--- src/rtl/ahb_pkg.sv ---
// Shared AHB-Lite encodings plus the subordinate interface FSM state codes.
package ahb_pkg;

  localparam logic [1:0] HTRANS_IDLE   = 2'd0;
  localparam logic [1:0] HTRANS_BUSY   = 2'd1;
  localparam logic [1:0] HTRANS_NONSEQ = 2'd2;
  localparam logic [1:0] HTRANS_SEQ    = 2'd3;

  localparam logic [2:0] HBURST_SINGLE = 3'd0;
  localparam logic [2:0] HBURST_INCR   = 3'd1;
  localparam logic [2:0] HBURST_WRAP4  = 3'd2;
  localparam logic [2:0] HBURST_INCR4  = 3'd3;
  localparam logic [2:0] HBURST_WRAP8  = 3'd4;
  localparam logic [2:0] HBURST_INCR8  = 3'd5;
  localparam logic [2:0] HBURST_WRAP16 = 3'd6;
  localparam logic [2:0] HBURST_INCR16 = 3'd7;

  localparam logic HRESP_OKAY  = 1'b0;
  localparam logic HRESP_ERROR = 1'b1;

  localparam logic [1:0] ST_IDLE   = 2'd0;
  localparam logic [1:0] ST_ACCESS = 2'd1;
  localparam logic [1:0] ST_ERR1   = 2'd2;
  localparam logic [1:0] ST_ERR2   = 2'd3;

endpackage

--- src/rtl/ahb_wait_timer.sv ---
// Loadable/clearable saturating counter; term_out flags the cycle in which
// the count reaches MAX (combinational on the next value).
module ahb_wait_timer #(
  parameter int MAX = 6,
  parameter int W   = $clog2(MAX + 1)
) (
  input  logic         ahb_clk_in,
  input  logic         ahb_rstn_in,
  input  logic         clr_in,
  input  logic         load_in,
  input  logic [W-1:0] load_val_in,
  input  logic         inc_in,
  output logic         term_out
);

  logic [W-1:0] cnt_q, cnt_d;

  always_comb begin
    cnt_d = cnt_q;
    if (clr_in)                           cnt_d = '0;
    else if (load_in)                     cnt_d = load_val_in;
    else if (inc_in && cnt_q != W'(MAX))  cnt_d = cnt_q + W'(1);
  end

  assign term_out = (cnt_d == W'(MAX));

  always_ff @(posedge ahb_clk_in or negedge ahb_rstn_in) begin
    if (!ahb_rstn_in) cnt_q <= '0;
    else              cnt_q <= cnt_d;
  end

endmodule

--- src/rtl/ahb_slave_if.sv ---
// AHB-Lite subordinate: turns accepted NONSEQ/SEQ transfers into single
// valid/ready requests, with wait states, two-cycle ERROR and a wait timeout.
module ahb_slave_if
  import ahb_pkg::*;
#(
  parameter int AHB_ADDR_WIDTH   = 32,
  parameter int AHB_DATA_WIDTH   = 32,
  parameter int AHB_WAIT_TIMEOUT = 6
) (
  input  logic                      ahb_clk_in,
  input  logic                      ahb_rstn_in,
  input  logic                      ahb_sel_in,
  input  logic [AHB_ADDR_WIDTH-1:0] ahb_addr_in,
  input  logic [1:0]                ahb_trans_in,
  input  logic                      ahb_write_in,
  input  logic [2:0]                ahb_size_in,
  input  logic [2:0]                ahb_burst_in,
  input  logic [AHB_DATA_WIDTH-1:0] ahb_wdata_in,
  input  logic                      ahb_ready_in,
  output logic                      ahb_readyout_out,
  output logic                      ahb_resp_out,
  output logic [AHB_DATA_WIDTH-1:0] ahb_rdata_out,
  output logic                      other_valid_out,
  output logic [AHB_ADDR_WIDTH-1:0] other_addr_out,
  output logic                      other_write_out,
  output logic [2:0]                other_size_out,
  output logic [AHB_DATA_WIDTH-1:0] other_wdata_out,
  input  logic                      other_ready_in,
  input  logic [AHB_DATA_WIDTH-1:0] other_rdata_in,
  input  logic                      other_error_in
);

  localparam int TW = $clog2(AHB_WAIT_TIMEOUT + 1);

  logic [1:0]                state_q, state_d;
  logic                      valid_q, valid_d;
  logic [AHB_ADDR_WIDTH-1:0] addr_q, addr_d;
  logic                      write_q, write_d;
  logic [2:0]                size_q, size_d;
  logic                      readyout_q, readyout_d;
  logic                      resp_q, resp_d;
  logic [AHB_DATA_WIDTH-1:0] rdata_q, rdata_d;

  logic                      accept, legal, too_wide;
  logic [AHB_ADDR_WIDTH-1:0] align_mask;
  logic                      tmr_clr, tmr_inc, tmr_term;
  logic                      unused_burst;

  // HBURST carries no behaviour here; bursts are served beat by beat.
  assign unused_burst = (ahb_burst_in == HBURST_INCR16);

  assign accept     = ahb_sel_in && ahb_ready_in &&
                      (ahb_trans_in == HTRANS_NONSEQ || ahb_trans_in == HTRANS_SEQ);
  assign too_wide   = (32'd8 << ahb_size_in) > 32'(AHB_DATA_WIDTH);
  assign align_mask = (AHB_ADDR_WIDTH'(1) << ahb_size_in) - AHB_ADDR_WIDTH'(1);
  assign legal      = !too_wide && ((ahb_addr_in & align_mask) == '0);

  ahb_wait_timer #(.MAX(AHB_WAIT_TIMEOUT), .W(TW)) u_timer (
    .ahb_clk_in  (ahb_clk_in),
    .ahb_rstn_in (ahb_rstn_in),
    .clr_in      (tmr_clr),
    .load_in     (1'b0),
    .load_val_in ('0),
    .inc_in      (tmr_inc),
    .term_out    (tmr_term)
  );

  always_comb begin
    state_d    = state_q;
    valid_d    = valid_q;
    addr_d     = addr_q;
    write_d    = write_q;
    size_d     = size_q;
    readyout_d = readyout_q;
    resp_d     = resp_q;
    rdata_d    = rdata_q;
    tmr_clr    = 1'b0;
    tmr_inc    = 1'b0;
    case (state_q)
      ST_ACCESS: begin
        if (other_ready_in) begin
          valid_d = 1'b0;
          if (other_error_in) begin
            readyout_d = 1'b0;
            resp_d     = HRESP_ERROR;
            state_d    = ST_ERR1;
          end else begin
            readyout_d = 1'b1;
            resp_d     = HRESP_OKAY;
            rdata_d    = write_q ? '0 : other_rdata_in;
            state_d    = ST_IDLE;
          end
        end else begin
          tmr_inc = 1'b1;
          // Timeout abandons the request; a late ready lands in ERR1 and is ignored.
          if (tmr_term) begin
            valid_d    = 1'b0;
            readyout_d = 1'b0;
            resp_d     = HRESP_ERROR;
            state_d    = ST_ERR1;
          end
        end
      end
      ST_ERR1: begin
        readyout_d = 1'b1;
        resp_d     = HRESP_ERROR;
        state_d    = ST_ERR2;
      end
      default: begin
        if (accept && legal) begin
          addr_d     = ahb_addr_in;
          write_d    = ahb_write_in;
          size_d     = ahb_size_in;
          valid_d    = 1'b1;
          readyout_d = 1'b0;
          resp_d     = HRESP_OKAY;
          tmr_clr    = 1'b1;
          state_d    = ST_ACCESS;
        end else if (accept) begin
          readyout_d = 1'b0;
          resp_d     = HRESP_ERROR;
          state_d    = ST_ERR1;
        end else begin
          readyout_d = 1'b1;
          resp_d     = HRESP_OKAY;
          state_d    = ST_IDLE;
        end
      end
    endcase
  end

  always_ff @(posedge ahb_clk_in or negedge ahb_rstn_in) begin
    if (!ahb_rstn_in) begin
      state_q    <= ST_IDLE;
      valid_q    <= 1'b0;
      addr_q     <= '0;
      write_q    <= 1'b0;
      size_q     <= '0;
      readyout_q <= 1'b1;
      resp_q     <= HRESP_OKAY;
      rdata_q    <= '0;
    end else begin
      state_q    <= state_d;
      valid_q    <= valid_d;
      addr_q     <= addr_d;
      write_q    <= write_d;
      size_q     <= size_d;
      readyout_q <= readyout_d;
      resp_q     <= resp_d;
      rdata_q    <= rdata_d;
    end
  end

  assign ahb_readyout_out = readyout_q;
  assign ahb_resp_out     = resp_q;
  assign ahb_rdata_out    = rdata_q;
  assign other_valid_out  = valid_q;
  assign other_addr_out   = addr_q;
  assign other_write_out  = write_q;
  assign other_size_out   = size_q;
  assign other_wdata_out  = (valid_q && write_q) ? ahb_wdata_in : '0;

endmodule

--- config.mk ---
export PLATFORM = sky130hd
export DESIGN_NAME = ahb_slave_if
export DESIGN_NICKNAME = d
export VERILOG_FILES = /design/src/rtl/ahb_pkg.sv /design/src/rtl/ahb_wait_timer.sv /design/src/rtl/ahb_slave_if.sv
export SDC_FILE = /design/constraint.sdc
export NUM_CORES = 1
export LEC_CHECK = 0
export ABC_AREA = 1
export CORE_MARGIN = 4
export CORE_UTILIZATION = 39
export DETAILED_ROUTE_END_ITERATION = 10
export PLACE_DENSITY = 0.88
export SYNTH_ARGS = -nofsm -noshare
export SYNTH_HDL_FRONTEND = slang
export SYNTH_HIERARCHICAL = 1
export SYNTH_SLANG_ARGS = --single-unit
--- constraint.sdc ---
create_clock -name ahb_clk_in -period 2.6 [get_ports ahb_clk_in]
set_clock_uncertainty 0.05 [all_clocks]
set_input_delay 0.26 -clock ahb_clk_in [delete_from_list [all_inputs] [get_ports ahb_clk_in]]
set_output_delay 0.26 -clock ahb_clk_in [all_outputs]
set_load 0.01 [all_outputs]
* After elaboration in Yosys (flattened, before gate mapping)
Cells that the tools add are included. Widths: inputs -> output; s select.
Storage, ports and cells: register bits after elaboration 76, input port bits 111
Cells by class: add/subtract/negate cells 2, order comparisons 1, eq/ne operators 7, shift operators 2, multiplexer cells 29, bitwise gates (word level) 4, reductions and logical operators 14
Operators by type and width (number):
- $mux 32 | 2
- $and 32x32->32 | 1
- $gt 32x6->1 const B | 1
- $logic_not 32->1 | 1
- $shl 1x3->32 const A | 1
- $shl 4x3->32 const A | 1
- $sub 32x2->32 const B | 1
- $mux 1 | 16
- $mux 2 | 5
- $eq 2x2->1 const B | 3
- $logic_and 1x1->1 | 6
- $mux 3 | 2
- $ne 3x3->1 const B | 2
- $pmux 1 s2 | 3
- $reduce_and 3->1 | 2
- $pmux 2 s2 | 1
- $add 3x1->3 const B | 1
- $eq 3x3->1 const B | 1
- $not 1->1 | 3
- $eq 2x1->1 const B | 1
- $reduce_and 2->1 | 1
- $reduce_bool 2->1 | 1
- $reduce_or 2->1 | 1
- $logic_not 1->1 | 1
- $logic_or 1x1->1 | 1

* Longest topological paths before layout
Gate-level depths: netlist of run 1.
depth after elaboration 13, depth in mapped cells 24

* By module
Netlist of run 1, hierarchy kept.
Modules (own cells, without submodules):
- ahb_slave_if | instances 1, cells an instance 461, area each 3503.4 um^2, seq. area each 1803.0 um^2
- ahb_wait_timer | instances 1, cells an instance 35, area each 252.7 um^2, seq. area each 75.1 um^2

* Worst setup path before layout of run 1
No wires, ideal clock.
kind in2reg, from in ahb_size_in[1], to reg state_q[0], data arrival time 2.545 ns, data required time 2.425 ns, setup slack -0.120 ns, stages on the path 23, cells stage by stage buf_4 > inv_2 > nor3_1 > inv_1 > ha_1 > nor2_1 > nor2_1 > nand2_1 > nor2_1 > nand2_1 > nor2_2 > nand3_2 > inv_2 > buf_6 > nor2_4 > nand2_2 > inv_2 > nand2_2 > nor2_2 > nor3_1 > inv_1 > nor2_1 > a21oi_4
On the way: longest elaborated chain between the ends 11, elaborated cells on any way between the ends 16, classes of those cells add/sub (1); order compare (1); eq/ne (2); shift (2); mux (5); bitwise (1); reduce/logical (4)
Ends and longest elaborated chain:
- from (decl) | RTL line ahb_slave_if.sv:16 | input logic [2:0] ahb_size_in,
- $shl 1x3->32 | RTL line ahb_slave_if.sv:55 | assign align_mask = (AHB_ADDR_WIDTH'(1) << ahb_size_in) - AHB_ADDR_WIDTH'(1);
- $sub 32x2->32 | RTL line ahb_slave_if.sv:55
- $and 32x32->32 | RTL line ahb_slave_if.sv:56 | assign legal = !too_wide && ((ahb_addr_in & align_mask) == '0);
- $logic_not 32->1 | RTL line ahb_slave_if.sv:56
- $logic_and 1x1->1 * | RTL line ahb_slave_if.sv:56
- $logic_and 1x1->1 * | RTL line ahb_slave_if.sv:110 | if (accept && legal) begin
- $mux 1 * | RTL line ahb_slave_if.sv:110
- $mux 1 * | RTL line ahb_slave_if.sv:79 | case (state_q)
- net tmr_clr | RTL line ahb_slave_if.sv:46 | logic tmr_clr, tmr_inc, tmr_term;
- $mux 3 * | RTL line ahb_wait_timer.sv:20 | if (clr_in) cnt_d = '0;
- net u_timer.cnt_d[1] | RTL line ahb_wait_timer.sv:16 | logic [W-1:0] cnt_q, cnt_d;
- $eq 3x3->1 * | RTL line ahb_wait_timer.sv:25 | assign term_out = (cnt_d == W'(MAX));
- net tmr_term | RTL line ahb_slave_if.sv:46
- $ne 3x3->1 (no source line) *
- to (signal assigned) | RTL line ahb_slave_if.sv:143 | state_q <= state_d;
- to (decl) | RTL line ahb_slave_if.sv:35 | logic [1:0] state_q, state_d;
The timed path passes the listed nets; every way through them passes the cells marked *. A chain may end at the register's enable or synchronous reset.

* Worst setup path in the final report of run 1
from in ahb_size_in[0], to reg state_q[0]
On the way: longest elaborated chain between the ends 11, elaborated cells on any way between the ends 16, classes of those cells add/sub (1); order compare (1); eq/ne (2); shift (2); mux (5); bitwise (1); reduce/logical (4)
Ends and longest elaborated chain (RTL line):
- $shl 1x3->32 | ahb_slave_if.sv:55
- $sub 32x2->32 | ahb_slave_if.sv:55
- $and 32x32->32 | ahb_slave_if.sv:56
- $logic_not 32->1 | ahb_slave_if.sv:56
- $logic_and 1x1->1 * | ahb_slave_if.sv:56
- $logic_and 1x1->1 * | ahb_slave_if.sv:110
- $mux 1 * | ahb_slave_if.sv:110
- $mux 1 * | ahb_slave_if.sv:79
- $mux 3 * | ahb_wait_timer.sv:20
- net u_timer.cnt_d[1] | ahb_wait_timer.sv:16
- $eq 3x3->1 * | ahb_wait_timer.sv:25
- net tmr_term | ahb_slave_if.sv:46
- $ne 3x3->1 (no source line) *
Marks and branches as above.

==> flow_metrics.py, run 1 <==
metrics = {
    "global_routing": {
        "grt_usage": 0.238,
        "grt_pass1_wl_mm": 21.4,
        "grt_max_degree": 76,
        "grt_overflow_total": 0,
        "antenna_found_initial": 0,
        "first_global_vias": 4226,
    },
    "timing": {
        "whs_ns": -0.00921,
        "min_period_ns": 2.41,
        "tightest_slew_ns": 1.02,
        "setup_tns_ns": 0,
        "fin_crit_sh": 0.929,
        "setup_viol": 0,
        "finalHoldViolCount": 5,
        "finalMaxSlewViolations": 0,
        "max-slew-margin-rel": 0.322,
        "max_freq_mhz": 414,
    },
    "cts": {
        "cts_max_level": 3,
        "clk_latency_ns": 0.34,
        "cts_root_buffer": "clkbuf_8",
        "clock-sinks": 75,
        "clk_pin_slew_ns": 0.08,
        "cts_tree": "built",
        "clockBufferDepth": 2,
        "cts_buffers": 9,
        "hold_buffers": 0,
    },
    "detailed_routing": {
        "drt-met1-wl_mm": 5.06,
        "dr.first_iter.drc_count": 171,
        "ant_nets": 0,
        "drc": 0,
        "drtPass1Iterations": 5,
        "wl_per_cell_um": 15.7,
        "dr.max_layer_used": "met4",
        "via_per_inst": 4.81,
        "num_vias": 4066,
        "wl_met2_mm": 6.59,
        "routed_wl_mm": 13.3,
        "wl_met3_mm": 1.23,
    },
    "logic_synthesis": {
        "syn_area_per_cell_um2": 7.57,
        "ys_seq_area_frac": 0.500,
        "ys_seq_elements": 75,
        "yosys_warnings": 6,
        "synthCells": 496,
        "synth_edf_count": 0,
        "yosysTopAreaCell": "dfrtp_1",
        "ys_types": 27,
        "async_reset_ff_frac": 1.00,
        "synthTopCellsByArea": "dfrtp_1, nand2_1, inv_1, o21ai_0, nand3_1",
        "synth_top_area_frac": 0.493,
        "synth_area_um2": 3760,
        "synth_flop_cell": "dfrtp_1",
    },
    "critical_path": {
        "cp_max_fo": 4,
        "end_kind": "flop",
        "rrSetupSlack_ns": 0.32,
        "crit_arrival_ns": 2.58,
        "r2r-start": "state_q[1]$_DFFE_PN0P_",
        "critPathKind": "input port to flop",
        "critPathLaunchType": "input port",
        "cp.required_ns": 2.77,
        "crit_start": "ahb_size_in[0]",
    },
    "cells_and_area": {
        "multi_input_area_um2": 1550,
        "final_cells": 845,
        "fillers": 750,
        "final_cell_mix": "clkdlybuf4s50_1, nand2_1, dfrtp_1",
        "layout-drive-gt1-share": 0.0936,
        "utilization": 0.674,
        "nNetsFinal": 828,
        "diodes": 0,
        "final_area_um2": 6280,
        "area_growth_pct": 67.3,
        "layout_commonest_cell": "clkdlybuf4s50_1",
        "regArea_um2": 1880,
    },
    "placed_design": {
        "place_congestion": 0.941,
        "dp_cells": 829,
        "place_area_um2": 6010,
        "place_hpwl_mm": 10.2,
        "port_buffers": 209,
    },
    "floorplan": {
        "die_y_um": 106,
        "ioPinCount": 214,
        "core_region_area_um2": 9330,
        "num_rows": 35,
        "fp.dieW_um": 106,
        "start_util": 0.403,
        "die_area_um2": 11300,
    },
    "hold_path": {
        "hp-class": "input port to async pin",
    },
    "power_and_ir_drop": {
        "p_total_mw": 4.03,
        "vdd_ir_drop_max_uv": 346,
        "p_leak_nw": 3.12,
        "powerDensity_nw_per_um2": 642,
    },
    "status": {
        "failed_checks": "negative hold slack",
        "outcome": "finished with violations",
    },
    "job": {
        "cap_violations": 0,
    },
}
## synthesized netlist by cell type (3+ instances only)
master / count
a21oi_1: 3
buf_6: 5
clkbuf_1: 15
dfrtp_1: 74
ha_1: 6
inv_1: 63
inv_2: 5
nand2_1: 149
nand2_2: 7
nand3_1: 44
nor2_1: 56
nor2_2: 3
o21ai_0: 47
## metrics by stage
stage          hold slack (ns)  worst slack, ns
2_1_floorplan          -0.0856           0.0103
3_3_place_gp             0.402           -0.293
3_5_place_dp             0.413           -0.529
4_1_cts                 0.0389            0.110
5_1_grt                 0.0785         -0.00943
6_report              -0.00921            0.185
## sequential cells by signal, indices dropped and copies added (netlist names)
register / flops
other_addr_out: 32
other_valid_out: 1
other_size_out: 3
u_timer/cnt_q: 3
ahb_readyout_out: 1
state_q: 2
ahb_rdata_out: 32
other_write_out: 1
## final timing paths
check	end	cells after the start
worst max-delay path	state_q[0]$_DFFE_PN0P_	22
worst min-delay path	other_addr_out[28]$_DFFE_PN0P_	1
worst max register to register	state_q[0]$_DFFE_PN0P_	15
worst min register to register	other_size_out[2]$_DFFE_PN0P_	2
max in group asynchronous	other_addr_out[23]$_DFFE_PN0P_	1
min in group ahb_clk_in	other_write_out$_DFFE_PN0P_	3
## kinds of logic (layout without fill, tap and decap cells)
kind of cell,count (synthesis),in the layout,synth area share
and+or+nand+nor,267,267,0.296
buffers and inverters,93,310,0.106
DFF,75,75,0.500
AOI/OAI and AO/OA,54,54,0.0770
adders and majority gates,6,6,0.0200
other,1,4,0.000998
## what timing repair did
item	4_1_cts	5_1_grt
pin swaps	4	7
setup buffers	0	0
gates resized for setup	9	9
setup endpoints to repair	4	4
## area by class of cell
class                           count  area share
Clock inverter                      6      0.0141
Tap cell                          129      0.0257
Inverter                           69      0.0412
Multi-Input combinational cell    331       0.247
Timing Repair Buffer              225       0.351
Sequential cell                    75       0.299
Clock buffer                       10      0.0219
## per-layer routing
metal  vias to the layer above  GRT usage
met5                         -          0
met4                         0      0.101
met3                        27     0.0820
met2                       176      0.416
met1                      1914      0.263
li1                       1949          -
## power by group
| group | internal (mW) | total [mW] | switching, mW |
|---|---|---|---|
| Clock | 0.567 | 1.02 | 0.451 |
| Combinational | 0.762 | 1.43 | 0.663 |
| Sequential | 1.44 | 1.59 | 0.154 |
## critical path, stage by stage
cell and delay [ns]:
dlygate4sd2_1 0.26, buf_4 0.16, nor2_4 0.11, nand2_2 0.06, ha_2 0.31, nor2_1 0.04
nor2_1 0.09, nand2_1 0.06, nor2_2 0.07, nand2_1 0.07, nor2_2 0.11, nand3_2 0.09
inv_2 0.10, nor2_4 0.04, nand2_2 0.06, inv_2 0.04, nand2_2 0.06, nor2_2 0.05
nor3_4 0.26, inv_2 0.10, nor2_4 0.12, a21oi_4 0.04
Power figures use the tool's default switching activity.
==> run 2: changes to the inputs <==
CELL_PAD_IN_SITES_DETAIL_PLACEMENT = 0   (was unset)
CELL_PAD_IN_SITES_GLOBAL_PLACEMENT = 1   (was unset)
CORE_UTILIZATION = 26   (was 39)
PLACE_DENSITY = 0.86   (was 0.88)
==> flow_metrics.py, run 2 (same netlist as run 1, synthesis figures left out) <==
metrics = {
    "timing": {
        "setup_tns_ns": 0,
        "max_freq_mhz": 446,
        "rsz0062_at_grt": "no",
        "finalMaxSlewViolations": 0,
        "whs_ns": 0.0423,
        "tightest_slew_ns": 0.984,
        "finalHoldViolCount": 0,
        "max-slew-margin-rel": 0.344,
        "setup_slack_ns": 0.356,
        "fin_crit_sh": 0.863,
        "min_period_ns": 2.24,
        "setup_viol": 0,
    },
    "cts": {
        "cts_tree": "built",
        "hold_buffers": 0,
        "clockBufferDepth": 2,
        "clk_latency_ns": 0.34,
        "clk_pin_slew_ns": 0.06,
        "cts_max_level": 3,
        "cts_buffers": 9,
        "clock-sinks": 75,
        "cts_root_buffer": "clkbuf_16",
    },
    "floorplan": {
        "die_area_um2": 16400,
        "ioPinCount": 214,
        "fp.dieW_um": 128,
        "core_region_area_um2": 14000,
        "start_util": 0.269,
        "num_rows": 43,
        "die_y_um": 128,
    },
    "power_and_ir_drop": {
        "clkPwrFrac": 0.298,
        "vdd_ir_drop_max_uv": 255,
        "p_leak_nw": 3.20,
        "p_seq_frac": 0.374,
        "powerDensity_nw_per_um2": 658,
        "p_total_mw": 4.26,
        "internal-power_mw": 2.97,
        "swShare": 0.303,
        "switching_power_mw": 1.29,
        "p_comb_frac": 0.329,
    },
    "cells_and_area": {
        "layout_commonest_cell": "clkdlybuf4s50_1",
        "nNetsFinal": 833,
        "utilization": 0.462,
        "area_growth_pct": 72.2,
        "layout-drive-gt1-share": 0.0929,
        "final_cell_mix": "clkdlybuf4s50_1, nand2_1, dfrtp_1",
    },
    "critical_path": {
        "critPathKind": "input port to flop",
        "rrSetupSlack_ns": 0.42,
        "crit_arrival_ns": 2.41,
        "cp_max_fo": 5,
        "critPathLaunchType": "input port",
        "cp.required_ns": 2.76,
        "end_kind": "flop",
    },
    "global_routing": {
        "grt_usage": 0.162,
        "antenna_found_initial": 1,
        "grt_max_degree": 76,
        "grt_overflow_total": 0,
        "first_global_vias": 4155,
        "grt_pass1_wl_mm": 21.1,
    },
    "detailed_routing": {
        "ant_nets": 0,
        "drc": 0,
        "routed_wl_mm": 13.3,
        "via_per_inst": 4.45,
        "num_vias": 4018,
        "wl_per_cell_um": 14.8,
        "drtPass1Iterations": 4,
        "dr.first_iter.drc_count": 133,
    },
    "status": {
        "outcome": "finished, final reports clean",
    },
    "job": {
        "cap_violations": 0,
    },
    "hold_path": {
        "hp-class": "input port to async pin",
    },
    "placed_design": {
        "port_buffers": 209,
        "dp_worst_setup_slack_ns": -0.444,
        "place_hpwl_mm": 9.97,
        "place_congestion": 0.863,
    },
}
[run 2: layout make-up]
cell class,instances,area (µm²)
sequential,75,1880
fill,1356,7520
antenna,1,2.50
tap,180,225
multi-input combinational,331,1550
inverter,69,262
clock inverter,5,52.6
clock buffer,11,243
timing repair buffer,230,2260
[run 2: stage by stage]
step                cell area [µm²]  std cells
finish                         6470        902
global route                   6470        902
CTS                            6400        899
detailed placement             6100        883
global placement               6100        883
floorplan                      3770        499
[run 2: power by group through the flow]
stage	Combinational, mW	Sequential (mW)	Clock, mW
after floorplan	0.414	1.71	0
after global placement	1.38	1.60	0
after detailed placement	1.41	1.61	0
after CTS	1.42	1.59	1.32
after global routing	1.54	1.63	1.36
final	1.40	1.59	1.27
[run 2: timing repair]
action / in CTS / in global routing
setup endpoints to repair: 3 / 4
pin swaps: 1 / 6
gates resized for setup: 3 / 14
buffers inserted: 0 / 2
[run 2: worst paths after layout]
path | start | endpoint | cells past startpoint
max in group asynchronous | ahb_rstn_in | ahb_rdata_out[22]$_DFFE_PN0P_ | 1
max | ahb_size_in[0] | state_q[0]$_DFFE_PN0P_ | 22
min reg2reg | other_size_out[2]$_DFFE_PN0P_ | other_size_out[2]$_DFFE_PN0P_ | 2
min | ahb_rstn_in | other_addr_out[7]$_DFFE_PN0P_ | 1
max reg2reg | state_q[1]$_DFFE_PN0P_ | state_q[0]$_DFFE_PN0P_ | 15
min in group ahb_clk_in | ahb_size_in[0] | other_size_out[0]$_DFFE_PN0P_ | 4
[run 2: critical path, stage by stage]
cell,delay [ns]
dlymetal6s2s_1,0.14
buf_4,0.15
nor2_4,0.10
nand2_1,0.11
ha_4,0.27
nor2_1,0.03
nor2_1,0.08
nand2_1,0.05
nor2_1,0.08
nand2_1,0.07
nor2_2,0.14
nand3_2,0.11
inv_4,0.10
nor2_4,0.04
nand2_2,0.06
inv_2,0.04
nand2_2,0.05
nor2_2,0.04
nor3_4,0.23
inv_2,0.10
nor2_4,0.13
a21oi_4,0.03
[run 2: metal layers]
layer / up-vias / share of wire / global-route usage
li1: 1971 / - / -
met1: 1851 / 0.40 / 0.188
met2: 183 / 0.47 / 0.265
met3: 13 / 0.11 / 0.0638
met4: 0 / 0.016 / 0.0680
met5: - / 0 / 0
==> run 3: changes to the inputs <==
CORE_UTILIZATION = 25   (was 26)
PLACE_DENSITY = 0.85   (was 0.86)
SYNTH_HIERARCHICAL = unset   (was 1)
==> flow_metrics.py, run 3 <==
metrics = {
    "timing": {
        "finalHoldViolCount": 0,
        "finalMaxSlewViolations": 0,
        "setup_viol": 0,
        "rsz0062_at_grt": "no",
        "tightest_slew_ns": 1.02,
        "max_freq_mhz": 437,
        "fin_crit_sh": 0.880,
        "min_period_ns": 2.29,
        "max-slew-margin-rel": 0.321,
    },
    "power_and_ir_drop": {
        "clkPwrFrac": 0.331,
        "p_leak_nw": 3.16,
        "swShare": 0.283,
        "p_total_mw": 3.68,
        "p_comb_frac": 0.308,
        "vdd_ir_drop_max_uv": 347,
        "powerDensity_nw_per_um2": 588,
        "switching_power_mw": 1.04,
        "p_seq_frac": 0.361,
        "internal-power_mw": 2.64,
    },
    "logic_synthesis": {
        "synthCells": 479,
        "yosysMostFrequentCell": "nand2_1",
        "synth_area_um2": 3600,
        "synth_flop_cell": "dfrtp_1",
        "synthTopCellsByArea": "dfrtp_1, nand2_1, nand3_1, inv_1, nor2_1",
        "synth_edf_count": 0,
        "yosys_warnings": 0,
        "synth_top_area_frac": 0.514,
        "yosys-top-cells-count": "nand2_1, dfrtp_1, inv_1",
        "async_reset_ff_frac": 1.00,
        "yosysTopAreaCell": "dfrtp_1",
        "syn_nets": 596,
        "ys_types": 28,
        "ys_seq_area_frac": 0.522,
        "ys_seq_elements": 75,
        "syn_area_per_cell_um2": 7.52,
    },
    "placed_design": {
        "place_hpwl_mm": 8.88,
        "place_congestion": 0.775,
        "dp_cells": 866,
        "port_buffers": 209,
    },
    "cts": {
        "cts_max_level": 3,
        "clk_latency_ns": 0.33,
        "cts_buffers": 9,
        "hold_buffers": 0,
        "cts_tree": "built",
        "cts_root_buffer": "clkbuf_16",
        "cts_resized": 0,
        "clockBufferDepth": 2,
        "clock-sinks": 75,
        "clk_pin_slew_ns": 0.06,
        "post_cts_buffers": 0,
    },
    "critical_path": {
        "end_kind": "flop",
        "critPathKind": "input port to flop",
        "path_cells": "clkdlybuf4s50_1 > inv_1 > nor3_1 > inv_1 > ha_1 > inv_1 > nand2_1 > nand2_1 > inv_1 > nand2_1 > nor2_1 > nand2_1 > nor2_4 > nand3_4 > nand3_2 > nand2_2 > nand2_1 > o21ai_1",
        "critPathLaunchType": "input port",
        "cp_slowest_stage_delay_ns": 0.50,
        "cp_slowest_cell": "clkdlybuf4s50_1",
        "cp_common_cell": "nand2_1",
        "crit_arrival_ns": 2.45,
        "cp.required_ns": 2.76,
        "cp_max_fo": 7,
    },
    "cells_and_area": {
        "diodes": 0,
        "layout_commonest_cell": "clkdlybuf4s50_1",
        "area_growth_pct": 73.9,
        "final_cells": 882,
        "nNetsFinal": 814,
        "final_cell_mix": "clkdlybuf4s50_1, nand2_1, dfrtp_1",
        "layout-drive-gt1-share": 0.0613,
    },
    "global_routing": {
        "grt_pass1_wl_mm": 18.2,
        "antenna_found_initial": 0,
        "first_global_vias": 3728,
        "grt_overflow_total": 0,
        "grt_max_degree": 76,
        "grt_usage": 0.138,
    },
    "detailed_routing": {
        "drtPass1Iterations": 6,
        "ant_nets": 0,
        "num_vias": 3758,
        "dr.first_iter.drc_count": 156,
        "via_per_inst": 4.26,
        "wl_per_cell_um": 13.0,
        "drc": 0,
        "routed_wl_mm": 11.5,
    },
    "floorplan": {
        "start_util": 0.257,
        "die_y_um": 128,
        "die_area_um2": 16400,
        "ioPinCount": 214,
        "num_rows": 43,
        "core_region_area_um2": 14000,
        "fp.dieW_um": 128,
    },
    "status": {
        "outcome": "finished, final reports clean",
    },
    "job": {
        "cap_violations": 0,
    },
    "hold_path": {
        "hp-class": "input port to async pin",
    },
}
==> run 3: worst paths after layout <==
path | start | endpoint | slack, ns | depth (start not counted)
min in group ahb_clk_in | ahb_addr_in[17] | other_addr_out[17]$_DFFE_PN0P_ | 0.41 | 3
max | ahb_size_in[0] | state_q[1]$_DFFE_PN0P_ | 0.31 | 18
min | ahb_rstn_in | other_addr_out[9]$_DFFE_PN0P_ | 0.03 | 1
min reg2reg | other_size_out[2]$_DFFE_PN0P_ | other_size_out[2]$_DFFE_PN0P_ | 0.42 | 2
max in group asynchronous | ahb_rstn_in | state_q[1]$_DFFE_PN0P_ | 1.83 | 1
max reg2reg | state_q[1]$_DFFE_PN0P_ | other_valid_out$_DFFE_PN0P_ | 0.56 | 12
==> run 3: per-layer routing <==
| metal | vias to the layer above | share of wire | global-route usage | wire length [µm] |
|---|---|---|---|---|
| met4 | 0 | 0.029 | 0.0624 | 338 |
| li1 | 1876 | - | - | - |
| met5 | - | 0 | 0 | 0 |
| met1 | 1717 | 0.42 | 0.170 | 4800 |
| met2 | 142 | 0.47 | 0.223 | 5360 |
| met3 | 23 | 0.085 | 0.0408 | 971 |
==> run 3: through the flow <==
stage	setup WS (ns)	hold slack (ns)	cell area, µm²	util	TNS (ns)
after floorplan	0.724	-0.0856	3600	-	0
after global placement	0.0506	0.413	5970	0.427	0
after detailed placement	-0.0312	0.412	5970	0.427	-0.481
after CTS	0.313	0.0742	6260	0.448	0
after global routing	0.114	0.111	6260	0.448	0
final	0.311	0.0267	6260	0.448	0
==> run 3: worst max-delay path: cells and delay by family <==
kind                     cells  cell delay [ns]
AND/OR/NAND/NOR             11             1.09
buffers and inverters        5             0.72
adder cells (fa/ha/maj)      1             0.28
AO/OA/AOI/OAI                1             0.07
==> run 3: cells by family (layout without fill, tap and decap cells) <==
family          count (synthesis)  after routing  share of synthesized area
fa+ha+maj                       6              6                     0.0208
xor+xnor                        2              2                    0.00487
simple gates                  300            300                      0.337
compound gates                 16             16                     0.0240
buf+inv                        80            303                     0.0914
flops                          75             75                      0.522
==> run 3: power groups by stage <==
stage               Combinational (mW)  Sequential, mW  Clock (mW)
floorplan                        0.398            1.38           0
global placement                  1.13            1.35           0
detailed placement                1.15            1.35           0
CTS                               1.16            1.33        1.27
global route                      1.25            1.34        1.31
finish                            1.13            1.33        1.22
==> run 3: cell type report <==
| type | count | area [µm²] |
|---|---|---|
| fillers | 1400 | 7730 |
| repair buffers | 226 | 2240 |
| flip-flops and latches | 75 | 1880 |
| multi-input cells | 324 | 1400 |
| clock buffers | 12 | 236 |
| inverters | 61 | 230 |
| well taps | 180 | 225 |
| clock inverters | 4 | 52.6 |
